### src/rtl/serial_subtractor.sv
// Bit-serial unsigned subtractor: diff = a - b, LSB first, one bit per clock.
// Define SERIAL_SUBTRACTOR_SAT_EN to clamp the result to 0 when a < b.
module serial_subtractor #(
    parameter int unsigned WIDTH = 8
) (
    input  logic             clk,
    input  logic             rst_n,
    input  logic             start,
    input  logic [WIDTH-1:0] a,
    input  logic [WIDTH-1:0] b,
    output logic             busy,
    output logic             done,
    output logic [WIDTH-1:0] diff,
    output logic             borrow_out
);

    localparam int unsigned CW = (WIDTH > 1) ? $clog2(WIDTH) : 1;

    typedef enum logic [1:0] {StIdle, StShift, StDone} state_e;

    state_e           r_state;
    state_e           w_state_next;
    logic [WIDTH-1:0] r_a;
    logic [WIDTH-1:0] r_b;
    logic [WIDTH-2:0] r_res;
    logic             r_br;
    logic [CW-1:0]    r_cnt;
    logic [WIDTH-1:0] r_diff;
    logic             r_borrow;

    logic             w_accept;
    logic             w_last;
    logic             w_d;
    logic             w_br_next;
    logic [WIDTH-1:0] w_shift;
    logic [WIDTH-1:0] w_diff_load;

    assign w_accept  = start && (r_state != StShift);
    assign w_last    = (r_cnt == CW'(WIDTH - 1));
    assign w_d       = r_a[0] ^ r_b[0] ^ r_br;
    assign w_br_next = (~r_a[0] & r_b[0]) | (~(r_a[0] ^ r_b[0]) & r_br);
    // r_res holds the WIDTH-1 most recent difference bits; the final bit completes the word.
    assign w_shift   = {w_d, r_res};

`ifdef SERIAL_SUBTRACTOR_SAT_EN
    assign w_diff_load = w_br_next ? '0 : w_shift;
`else
    assign w_diff_load = w_shift;
`endif

    always_comb begin
        w_state_next = r_state;
        unique case (r_state)
            StIdle:  if (start) w_state_next = StShift;
            StShift: if (w_last) w_state_next = StDone;
            StDone:  w_state_next = start ? StShift : StIdle;
            default: w_state_next = StIdle;
        endcase
    end

    always_comb begin
        busy = (r_state == StShift);
        done = (r_state == StDone);
    end

    always_ff @(posedge clk or negedge rst_n) begin
        if (!rst_n) begin
            r_state <= StIdle;
        end else begin
            r_state <= w_state_next;
        end
    end

    always_ff @(posedge clk or negedge rst_n) begin
        if (!rst_n) begin
            r_a      <= '0;
            r_b      <= '0;
            r_res    <= '0;
            r_br     <= 1'b0;
            r_cnt    <= '0;
            r_diff   <= '0;
            r_borrow <= 1'b0;
        end else if (w_accept) begin
            r_a   <= a;
            r_b   <= b;
            r_res <= '0;
            r_br  <= 1'b0;
            r_cnt <= '0;
        end else if (r_state == StShift) begin
            r_a   <= {1'b0, r_a[WIDTH-1:1]};
            r_b   <= {1'b0, r_b[WIDTH-1:1]};
            r_res <= w_shift[WIDTH-1:1];
            r_br  <= w_br_next;
            r_cnt <= r_cnt + CW'(1);
            if (w_last) begin
                r_diff   <= w_diff_load;
                r_borrow <= w_br_next;
            end
        end
    end

    assign diff       = r_diff;
    assign borrow_out = r_borrow;

endmodule

### config.mk
export PLATFORM = sky130hd
export DESIGN_NAME = serial_subtractor
export DESIGN_NICKNAME = d
export VERILOG_FILES = /design/src/rtl/serial_subtractor.sv
export SDC_FILE = /design/constraint.sdc
export NUM_CORES = 1
export LEC_CHECK = 0
export CAP_MARGIN = 15
export CORE_MARGIN = 1.5
export CORE_UTILIZATION = 40
export DETAILED_ROUTE_END_ITERATION = 6
export PLACE_DENSITY_LB_ADDON = 0.05
export SETUP_SLACK_MARGIN = 0.05
export SLEW_MARGIN = 20
export SYNTH_ARGS = -nofsm -noshare
export SYNTH_HDL_FRONTEND = slang
export SYNTH_SLANG_ARGS = --single-unit
### constraint.sdc
create_clock -name clk -period 1.75 [get_ports clk]
set_input_delay 0.35 -clock clk [delete_from_list [all_inputs] [get_ports clk]]
set_output_delay 0.35 -clock clk [all_outputs]
set_load 0.03 [all_outputs]
==> reports/qor.yml, run 1 <==
floorplanning:
  initial_core_util: 0.413
  pin_count: 30
  rows: 24
  fp.dieW_um: 69.8
  dieArea_sq_um: 4880
  die_h_um: 69.8
  core_region_area_sq_um: 4320
critical_path:
  cpPeakStageDelay_ns: 0.67
  end_kind: "primary output"
  crit_slowest_cell: "clkdlybuf4s50_1"
  setup.worst_path.class: "flop to primary output"
  regToRegSetupSlack_ns: 0.20
  reg2regPathDepth: 5
  timing.rr.start: "r_cnt[0]$_DFFE_PN0P_"
  worstPathCellList: "clkdlybuf4s50_1"
  crit_family: "buffers and inverters"
  worstReg2RegEnd: "diff[3]$_DFFE_PN0P_"
  startpoint_type: "flop"
  worst-path-buf-inv: 1
  critPathArrivalTime_ns: 1.30
  required_ns: 1.40
  crit_path_max_fanout: 2
grt:
  overflow: 0
  busiest_layer: "met2"
  use_met3: 0.0436
  use_met2: 0.223
  grt_pass1_wl_mm: 5.14
  grt_pass1_vias: 1102
  antenna_found_initial: 0
  grt_usage: 0.136
  grt_max_degree: 27
  use_met1: 0.165
layout:
  nets: 178
  syn2layout_area_growth_pct: 27.7
  n_antenna_cell: 0
  final_layout_size_suffix_gt1_frac: 0.376
  fill_cells: 375
  finalNonFillerCells: 209
placed_design:
  io_buffers: 29
  dp_hpwl_mm: 2.00
  placed_cells: 201
  finalWeightedCongestion: 0.711
sta:
  slew_headroom: 0.686
  clock_skew_ns: 0.00371
  finalMaxSlewViolations: 0
  tightest_slew_ns: 0.470
  rsz0062_at_grt: "no"
  hold_violations: 0
  fmax_mhz: 607
  period_share: 0.942
  min_period_ns: 1.65
  setup_viol: 0
  whs_ns: 0.0120
logic_synthesis:
  seq_area_frac_synth: 0.532
  syn_area_sq_um: 1790
  syn-instance-count: 121
  ys_ff_latch: 38
  ys_types: 17
  syn_area_per_cell_sq_um: 14.8
  yosysWarnings: 0
  synth_nets: 143
cts:
  clk_latency_ns: 0.28
  cts_tree: "built"
  cts_root_buf: "clkbuf_8"
  cts-hold-fix-buffers: 0
  clkTransAtPathRegs_ns: 0.07
  cts_sinks: 38
  htree_levels: 2
  cts-buffers-inserted: 5
  cts_buffer_depth: 2
drt:
  ant_nets: 0
  vias: 995
  dr.first_iter.drc_count: 20
  dr.pass1.iters: 4
  drc: 0
  totalWireLength_mm: 2.87
  avgRoutedWirePerCell_um: 13.7
  vias_per_cell: 4.76
worst_hold_path:
  min_path_type: "input port to asynchronous set/reset pin"
power:
  peakVddDrop_mv: 0.709
  p_per_area_nw_per_um2: 1660
  leakage_uw: 0.00112
run:
  drv_cap: 0
outcome:
  status: "complete, no violations"
per-layer routing:
metal,vias to the layer above,share of wire
met5,-,0
met4,0,0.020
met3,6,0.044
met2,25,0.50
met1,480,0.44
li1,484,-
power breakdown:
group | leakage [uW] | internal (uW) | switching (uW)
logic | 0.000589 | 910 | 683
clock network | 0.0000524 | 426 | 283
registers | 0.000475 | 1270 | 211
total | 0.00112 | 2610 | 1180
metrics by stage:
step                worst slack (ns)   util  power (uW)  area, sq um  TNS, ns
global route                  0.0517  0.528        4060         2280        0
finish                         0.101  0.528        3780         2280        0
floorplan                      0.266      -        2660         1790        0
global placement             0.00259  0.502        3080         2170        0
CTS                           0.0340  0.526        3860         2280        0
detailed placement           -0.0109  0.502        3140         2170  -0.0414
what timing repair did:
item,in CTS,in global routing
hold endpoints to repair,0,0
resized for setup,2,6
setup buffers,0,0
endpoints found under the setup margin,2,5
area by class of cell:
type,count,area (sq um),area share
clock buffers,7,76.3,0.0334
clock inverters,1,30.0,0.0132
inverters,6,22.5,0.00987
multi-input cells,70,753,0.330
flip-flops and latches,38,951,0.417
well taps,52,65.1,0.0285
repair buffers,35,384,0.168
placed cells by master (no fill, tap or decap), types with 2 or more instances in the layout:
cell type / instances
nand2b_1: 3
ha_1: 2
buf_4: 2
mux2_2: 33
dlymetal6s2s_1: 4
clkbuf_1: 2
and2b_1: 3
buf_12: 4
clkbuf_8: 5
mux2i_1: 5
mux2_4: 12
nor2_1: 2
inv_1: 6
nor2b_1: 7
dfrtp_1: 38
clkdlybuf4s50_1: 22
synth_stat cells:
cell type / instances / area (sq um)
dfrtp_1: 38 / 951
mux2_2: 33 / 372
mux2_4: 12 / 180
nor2b_1: 7 / 43.8
inv_1: 6 / 22.5
mux2i_1: 5 / 50.1
and2b_1: 3 / 22.5
buf_2: 3 / 15.0
nand2b_1: 3 / 18.8
buf_6: 2 / 22.5
ha_1: 2 / 25.0
nor2_1: 2 / 7.51
buf_4: 1 / 7.51
buf_8: 1 / 15.0
fa_1: 1 / 20.0
nand3b_1: 1 / 7.51
o22ai_1: 1 / 6.26
flip-flops by register name, indices dropped and copies added, names as in the netlist:
name / count
borrow_out: 1
diff: 8
r_a: 8
r_b: 8
r_br: 1
r_cnt: 3
r_res: 7
r_state: 2
how the worst max path moves through the flow:
stage                                 startpoint                   to  slack, ns  depth (start not counted)
final                        diff[7]$_DFFE_PN0P_              diff[7]       0.10                          1
after CTS                 r_state[1]$_DFFE_PN0P_                 busy       0.03                          3
after detailed placement                   start   r_a[5]$_DFFE_PN0P_      -0.01                          4
after floorplan             r_cnt[0]$_DFFE_PN0P_  diff[0]$_DFFE_PN0P_       0.27                          5
after global placement                     start   r_a[5]$_DFFE_PN0P_      0.003                          4
after global routing         diff[1]$_DFFE_PN0P_              diff[1]       0.05                          1
cell families (layout without fill, tap and decap cells):
family          Yosys count  in the layout  share of synthesized area
simple gates             16             16                     0.0560
buf+inv                  13             49                     0.0462
fa+ha+maj                 3              3                     0.0252
flops                    38             38                      0.532
mux                      50             50                      0.337
compound gates            1              1                    0.00350
(Power assumes the default switching activity.)
==> run 2, diff against run 1 <==
SLEW_MARGIN = unset   (was 20)
==> results of run 2 <==
The final DEF is identical to that of run 1; final timing and power are the same.
